<file path="src/rtl/snake_frame_sequencer_if.sv">
`default_nettype none
// +----------------------------------------------------------------------------+
// | snake_frame_sequencer_if                                                   |
// | Tick, snake stream, coin, screen write port and status bundle for the      |
// | frame sequencer.                                                           |
// | Revision: 1.0                                                              |
// +----------------------------------------------------------------------------+
interface snake_frame_sequencer_if #(
    parameter int H = 32,
    parameter int V = 32
);
    localparam int XB = $clog2(H);
    localparam int YB = $clog2(V);
    localparam int AB = $clog2(H * V);

    logic          game_tick;
    logic          snake_valid;
    logic [XB-1:0] snake_x;
    logic [YB-1:0] snake_y;
    logic          snake_end;
    logic          coin_exists;
    logic [XB-1:0] coin_x;
    logic [YB-1:0] coin_y;
    logic          snake_shift;
    logic          mem_we;
    logic [AB-1:0] mem_addr;
    logic [1:0]    mem_data;
    logic          busy;
    logic          frame_done;
    logic          tick_overrun;
    logic          snake_fault;

    // master is the sequencer itself; slave is the surrounding game logic
    modport master (
        input  game_tick, snake_valid, snake_x, snake_y, snake_end,
        input  coin_exists, coin_x, coin_y,
        output snake_shift, mem_we, mem_addr, mem_data,
        output busy, frame_done, tick_overrun, snake_fault
    );

    modport slave (
        output game_tick, snake_valid, snake_x, snake_y, snake_end,
        output coin_exists, coin_x, coin_y,
        input  snake_shift, mem_we, mem_addr, mem_data,
        input  busy, frame_done, tick_overrun, snake_fault
    );
endinterface
`default_nettype wire

</file>
<file path="src/rtl/snake_frame_sequencer.sv">
`default_nettype none
// +----------------------------------------------------------------------------+
// | snake_frame_sequencer                                                      |
// | Redraws the screen memory once per game tick: clear, snake body, coin.     |
// | Revision: 1.0                                                              |
// +----------------------------------------------------------------------------+
module snake_frame_sequencer #(
    parameter int         H             = 32,
    parameter int         V             = 32,
    parameter logic [1:0] BG_INDEX      = 2'd0,
    parameter logic [1:0] SNAKE_INDEX   = 2'd1,
    parameter logic [1:0] COIN_INDEX    = 2'd2,
    parameter int         SNAKE_TIMEOUT = 2048
) (
    input  logic                          clk,
    input  logic                          rst_n,
    snake_frame_sequencer_if.master       bus
);
    localparam int AB = $clog2(H * V);
    localparam int TW = (SNAKE_TIMEOUT > 1) ? $clog2(SNAKE_TIMEOUT) : 1;

    localparam logic [AB-1:0] LAST_ADDR   = AB'(H * V - 1);
    localparam logic [TW-1:0] TIMEOUT_MAX = TW'(SNAKE_TIMEOUT - 1);

    localparam logic [2:0] S_IDLE  = 3'd0;
    localparam logic [2:0] S_CLEAR = 3'd1;
    localparam logic [2:0] S_SHIFT = 3'd2;
    localparam logic [2:0] S_SNAKE = 3'd3;
    localparam logic [2:0] S_COIN  = 3'd4;
    localparam logic [2:0] S_DONE  = 3'd5;

    logic [2:0]    state_q, state_d;
    logic [AB-1:0] clr_cnt_q, clr_cnt_d;
    logic [TW-1:0] to_cnt_q, to_cnt_d;
    logic          pending_q, pending_d;
    logic          snake_shift_q, snake_shift_d;
    logic          mem_we_q, mem_we_d;
    logic [AB-1:0] mem_addr_q, mem_addr_d;
    logic [1:0]    mem_data_q, mem_data_d;
    logic          busy_q, busy_d;
    logic          frame_done_q, frame_done_d;
    logic          tick_overrun_q, tick_overrun_d;
    logic          snake_fault_q, snake_fault_d;

    logic [AB-1:0] snake_addr;
    logic [AB-1:0] coin_addr;

    // Row-major cell address; out-of-range coordinates simply wrap at AB bits
    assign snake_addr = AB'(bus.snake_y) * AB'(H) + AB'(bus.snake_x);
    assign coin_addr  = AB'(bus.coin_y)  * AB'(H) + AB'(bus.coin_x);

    always_ff @(posedge clk or negedge rst_n) begin
        if (!rst_n) begin
            state_q        <= S_IDLE;
            clr_cnt_q      <= '0;
            to_cnt_q       <= '0;
            pending_q      <= 1'b0;
            snake_shift_q  <= 1'b0;
            mem_we_q       <= 1'b0;
            mem_addr_q     <= '0;
            mem_data_q     <= '0;
            busy_q         <= 1'b0;
            frame_done_q   <= 1'b0;
            tick_overrun_q <= 1'b0;
            snake_fault_q  <= 1'b0;
        end else begin
            state_q        <= state_d;
            clr_cnt_q      <= clr_cnt_d;
            to_cnt_q       <= to_cnt_d;
            pending_q      <= pending_d;
            snake_shift_q  <= snake_shift_d;
            mem_we_q       <= mem_we_d;
            mem_addr_q     <= mem_addr_d;
            mem_data_q     <= mem_data_d;
            busy_q         <= busy_d;
            frame_done_q   <= frame_done_d;
            tick_overrun_q <= tick_overrun_d;
            snake_fault_q  <= snake_fault_d;
        end
    end

    always_comb begin
        state_d = state_q;
        case (state_q)
            S_IDLE:  if (bus.game_tick || pending_q) state_d = S_CLEAR;
            S_CLEAR: if (clr_cnt_q == LAST_ADDR) state_d = S_SHIFT;
            S_SHIFT: state_d = S_SNAKE;
            S_SNAKE: if (bus.snake_end || (to_cnt_q == TIMEOUT_MAX)) state_d = S_COIN;
            S_COIN:  state_d = S_DONE;
            S_DONE:  state_d = S_IDLE;
            default: state_d = S_IDLE;
        endcase
    end

    always_comb begin
        clr_cnt_d      = clr_cnt_q;
        to_cnt_d       = to_cnt_q;
        pending_d      = pending_q;
        tick_overrun_d = tick_overrun_q;
        snake_fault_d  = snake_fault_q;
        snake_shift_d  = 1'b0;
        mem_we_d       = 1'b0;
        mem_addr_d     = mem_addr_q;
        mem_data_d     = mem_data_q;
        frame_done_d   = 1'b0;
        busy_d         = (state_d != S_IDLE);

        // A tick landing on the cycle a queued frame launches stays queued
        if (state_q == S_IDLE) begin
            pending_d = bus.game_tick && pending_q;
        end else if (bus.game_tick) begin
            pending_d = 1'b1;
            if (pending_q) tick_overrun_d = 1'b1;
        end

        case (state_q)
            S_IDLE: begin
                clr_cnt_d = '0;
            end
            S_CLEAR: begin
                mem_we_d   = 1'b1;
                mem_addr_d = clr_cnt_q;
                mem_data_d = BG_INDEX;
                clr_cnt_d  = clr_cnt_q + AB'(1);
            end
            S_SHIFT: begin
                snake_shift_d = 1'b1;
                to_cnt_d      = '0;
            end
            S_SNAKE: begin
                mem_we_d   = bus.snake_valid;
                mem_addr_d = snake_addr;
                mem_data_d = SNAKE_INDEX;
                to_cnt_d   = to_cnt_q + TW'(1);
                if (!bus.snake_end && (to_cnt_q == TIMEOUT_MAX)) snake_fault_d = 1'b1;
            end
            S_COIN: begin
                mem_we_d   = bus.coin_exists;
                mem_addr_d = coin_addr;
                mem_data_d = COIN_INDEX;
            end
            S_DONE: begin
                frame_done_d = 1'b1;
            end
            default: ;
        endcase
    end

    assign bus.snake_shift  = snake_shift_q;
    assign bus.mem_we       = mem_we_q;
    assign bus.mem_addr     = mem_addr_q;
    assign bus.mem_data     = mem_data_q;
    assign bus.busy         = busy_q;
    assign bus.frame_done   = frame_done_q;
    assign bus.tick_overrun = tick_overrun_q;
    assign bus.snake_fault  = snake_fault_q;

endmodule
`default_nettype wire
</file>
<file path="src/flat_wrapper.sv">
// flat-port wrapper written by rule: the top's interface ports become plain ports
module snake_frame_sequencer_flat 
#(
    parameter int         H             = 32,
    parameter int         V             = 32,
    parameter logic [1:0] BG_INDEX      = 2'd0,
    parameter logic [1:0] SNAKE_INDEX   = 2'd1,
    parameter logic [1:0] COIN_INDEX    = 2'd2,
    parameter int         SNAKE_TIMEOUT = 2048
)
  (clk, rst_n, bus_game_tick, bus_snake_valid, bus_snake_x, bus_snake_y, bus_snake_end, bus_coin_exists, bus_coin_x, bus_coin_y, bus_snake_shift, bus_mem_we, bus_mem_addr, bus_mem_data, bus_busy, bus_frame_done, bus_tick_overrun, bus_snake_fault);
  snake_frame_sequencer_if #(.H(H), .V(V)) bus_i ();
  input  logic clk;
  input  logic rst_n;
  input wire logic [$bits(bus_i.game_tick)-1:0] bus_game_tick;
  input wire logic [$bits(bus_i.snake_valid)-1:0] bus_snake_valid;
  input wire logic [$bits(bus_i.snake_x)-1:0] bus_snake_x;
  input wire logic [$bits(bus_i.snake_y)-1:0] bus_snake_y;
  input wire logic [$bits(bus_i.snake_end)-1:0] bus_snake_end;
  input wire logic [$bits(bus_i.coin_exists)-1:0] bus_coin_exists;
  input wire logic [$bits(bus_i.coin_x)-1:0] bus_coin_x;
  input wire logic [$bits(bus_i.coin_y)-1:0] bus_coin_y;
  output wire logic [$bits(bus_i.snake_shift)-1:0] bus_snake_shift;
  output wire logic [$bits(bus_i.mem_we)-1:0] bus_mem_we;
  output wire logic [$bits(bus_i.mem_addr)-1:0] bus_mem_addr;
  output wire logic [$bits(bus_i.mem_data)-1:0] bus_mem_data;
  output wire logic [$bits(bus_i.busy)-1:0] bus_busy;
  output wire logic [$bits(bus_i.frame_done)-1:0] bus_frame_done;
  output wire logic [$bits(bus_i.tick_overrun)-1:0] bus_tick_overrun;
  output wire logic [$bits(bus_i.snake_fault)-1:0] bus_snake_fault;
  assign bus_i.game_tick = bus_game_tick;
  assign bus_i.snake_valid = bus_snake_valid;
  assign bus_i.snake_x = bus_snake_x;
  assign bus_i.snake_y = bus_snake_y;
  assign bus_i.snake_end = bus_snake_end;
  assign bus_i.coin_exists = bus_coin_exists;
  assign bus_i.coin_x = bus_coin_x;
  assign bus_i.coin_y = bus_coin_y;
  assign bus_snake_shift = bus_i.snake_shift;
  assign bus_mem_we = bus_i.mem_we;
  assign bus_mem_addr = bus_i.mem_addr;
  assign bus_mem_data = bus_i.mem_data;
  assign bus_busy = bus_i.busy;
  assign bus_frame_done = bus_i.frame_done;
  assign bus_tick_overrun = bus_i.tick_overrun;
  assign bus_snake_fault = bus_i.snake_fault;
  snake_frame_sequencer #(.H(H), .V(V), .BG_INDEX(BG_INDEX), .SNAKE_INDEX(SNAKE_INDEX), .COIN_INDEX(COIN_INDEX), .SNAKE_TIMEOUT(SNAKE_TIMEOUT)) u_core (.clk(clk), .rst_n(rst_n), .bus(bus_i));
endmodule
</file>
<file path="config.mk">
export PLATFORM = sky130hd
export DESIGN_NAME = snake_frame_sequencer_flat
export DESIGN_NICKNAME = d
export VERILOG_FILES = /design/src/rtl/snake_frame_sequencer_if.sv /design/src/rtl/snake_frame_sequencer.sv /design/src/flat_wrapper.sv
export SDC_FILE = /design/constraint.sdc
export NUM_CORES = 1
export LEC_CHECK = 0
export ABC_AREA = 1
export CAP_MARGIN = 10
export CORE_ASPECT_RATIO = 1.4
export CORE_MARGIN = 2
export CORE_UTILIZATION = 45
export CTS_BUF_LIST = sky130_fd_sc_hd__clkbuf_8
export DETAILED_ROUTE_END_ITERATION = 10
export GPL_TIMING_DRIVEN = 0
export PLACE_DENSITY = 0.68
export SKIP_LAST_GASP = 1
export SLEW_MARGIN = 20
export SYNTH_ARGS = -nofsm -noshare
export SYNTH_HDL_FRONTEND = slang
export SYNTH_SLANG_ARGS = --single-unit
export TNS_END_PERCENT = 10
</file>
<file path="constraint.sdc">
create_clock -name clk -period 3.4 [get_ports clk]
set_clock_uncertainty 0.1 [all_clocks]
set_input_delay 0.51 -clock clk [delete_from_list [all_inputs] [get_ports clk]]
set_output_delay 0.51 -clock clk [all_outputs]
set_load 0.1 [all_outputs]
</file>
==> qor.csv <==
metric,value,unit
Finished Cell Area,2910,um^2
initial antenna violation count,0,
setup TNS,0,ns
clk_lat worst skew,0.30,ns
FF-to-FF End,u_core.bus.mem_addr[3],
final hold vios,0,
Slew Limit Fails,0,
# Max-Cap Violations,0,
total gr overflow,0,
Worst R2R Start,u_core.state_q[2],
crit path max fanout,2,
RSZ-0062 raised after global routing,no,
GRT Overall Usage,20.7,%
VDD IR max,343,uV
Worst EP required,2.79,ns
Max Freq,412,MHz
NumNets Final,372,
htree depth,2,
final period utilization,71.5,%
syn nets,321,
final critical-path required period,2.43,ns
post-cts resize count,0,
Most used DFF post-synth,dfrtp_1,
"commonest non-fill, non-tap cells in the layout","74 x nand2_1, 46 x inv_1, 43 x dfrtp_1",
measured slew at the worst slew-check pin,0.999,ns
Critical Path End Type,output port,
"Async S/R FF share, synth",100,%
deepest clock path buffer count,2,
Final Routed Wirelength,5300,um
Max-slew headroom,33.2,%
Worst path max stage delay,1.16,ns
fill count,454,
total power,2070,uW
Initial Util,46.5,%
"most common cell after layout, fill and taps aside",nand2_1,
Worst Path Arrival,1.82,ns
Pleak,0.00145,uW
CTS tree,yes,
CTS Buf Count,5,
critical path class,reg -> out,
Die X,63.8,um
routed vias/inst,4.91,
number of synthesized register bits,43,
"Avg Cell Area, Syn",7.68,um^2
post-layout util,60.2,%
antenna cell count,0,
cell family with most CP delay,buffers and inverters,
core area,4840,um^2
final setup fails,0,
largest net degree at the start of global routing,26,
"CTS clk-pin slew, worst paths",0.08,ns
Ports,44,
Yosys warnings,0,
"Cell Area, Placed",2780,um^2
initial DRC count,88,
HP Class,in -> async,
placer congestion estimate,0.797,
Worst R2R Setup Slack,1.73,ns
R2R cell count,8,
DRC viols,0,
Die Y,87.7,um
Post-synth EDFFs,0,
layout cells sized above 1,8.99,%
worst setup margin,0.971,ns
# clock sinks,43,
sequential area share after synthesis,47.8,%
pwr/cell area,709,nW/um^2
Worst Setup Start Kind,register,
vias after detailed routing,2008,
wire length per cell,13.0,um
antenna-violating nets left,0,
pre-CTS setup slack,1.29,ns
port buffer count,43,
"Setup Fix Bufs, Post-CTS",0,
worst path bufs/invs,1,
status,"complete, no violations",
area grow syn2layout,29.4,%
clk root buf,clkbuf_8,
dpl hpwl,4050,um
global-route wire length before repair,8900,um
drt first pass iters,4,
cell count after synthesis,293,
hold_buf cts,0,
crit path cell chain,clkdlybuf4s50_1,
post-synth cell types,30,
number of global-route vias before repair,1924,
Critical-path top delay cell,clkdlybuf4s50_1,
Netlist Area Pre-Place,2250,um^2
Die ar.,5590,um^2
FP Rows,30,
[metal layers]
| metal | GRT usage (%) | part of all wire [%] |
|---|---|---|
| met1 | 23.9 | 41 |
| met2 | 38.5 | 54 |
| met3 | 3.98 | 3.3 |
| met4 | 6.52 | 1.3 |
| met5 | 0 | 0 |
[final cells by class]
| cell class | instances | area, um^2 | share of cell area [%] |
|---|---|---|---|
| clock buffers | 5 | 68.8 | 2.36 |
| clock inverters | 3 | 67.6 | 2.32 |
| repair buffers | 44 | 445 | 15.3 |
| multi-input cells | 192 | 933 | 32.0 |
| flip-flops and latches | 43 | 1080 | 36.9 |
| plain buffers | 7 | 50.0 | 1.72 |
| well taps | 64 | 80.1 | 2.75 |
| inverters | 51 | 191 | 6.57 |
[cell usage after synthesis (2+ instances only)]
master | instances | share of area (%)
ha_1 | 2 | 1.1
buf_4 | 4 | 1.3
o21ai_0 | 24 | 5.3
o22ai_1 | 2 | 0.56
o21bai_1 | 2 | 0.67
nand2_1 | 74 | 12
dfrtp_1 | 43 | 48
nor2_1 | 23 | 3.8
inv_1 | 46 | 7.7
o21ai_1 | 5 | 1.1
nor2_4 | 3 | 1.5
xor2_1 | 2 | 0.78
a21oi_1 | 14 | 3.1
inv_2 | 5 | 0.83
nand4_1 | 3 | 0.83
nand3_1 | 24 | 5.3
nand2_2 | 4 | 1.1
[through the flow]
stage | hold slack [ns] | instances
global route | 0.0730 | 409
floorplan | 0.114 | 293
CTS | 0.0602 | 409
detailed placement | 0.365 | 401
finish | 0.0502 | 409
global placement | 0.357 | 400
[how the worst max path moves through the flow]
stage,startpoint,end,slack (ns),cells after the start
2_1_floorplan,u_core.bus.mem_addr[9],bus_mem_addr[9],1.89,0
3_3_place_gp,rst_n,u_core.to_cnt_q[6],0.55,1
3_5_place_dp,u_core.bus.mem_addr[9],bus_mem_addr[9],1.29,1
4_1_cts,u_core.bus.mem_addr[9],bus_mem_addr[9],0.95,1
5_1_grt,u_core.bus.mem_data[1],bus_mem_data[1],0.92,1
6_report,u_core.bus.mem_addr[9],bus_mem_addr[9],0.97,1
[cells by family (layout without fill, tap and decap cells)]
logic type | count (synthesis) | after routing | share of synthesized area, %
buffers and inverters | 58 | 110 | 10.7
AOI/OAI and AO/OA | 52 | 52 | 12.6
xor gates and xnor gates | 2 | 2 | 0.778
DFF | 43 | 43 | 47.8
adders and majority gates | 2 | 2 | 1.11
and+or+nand+nor | 136 | 136 | 27.0
[flip-flops by register name, summed over array words and instances, names as in the netlist]
register and flops:
u_core.to_cnt_q 11, u_core.bus.mem_addr 10, u_core.clr_cnt_q 10, u_core.state_q 3, u_core.bus.mem_data 2, u_core.bus.busy 1, u_core.bus.frame_done 1, u_core.bus.mem_we 1
u_core.bus.snake_fault 1, u_core.bus.snake_shift 1, u_core.bus.tick_overrun 1, u_core.pending_q 1
[power breakdown]
part | switching [uW] | leakage, uW | internal (uW)
logic | 648 | 0.000845 | 245
clock network | 183 | 0.0000644 | 293
registers | 75.6 | 0.000545 | 621
Power figures use the tool's default switching activity.
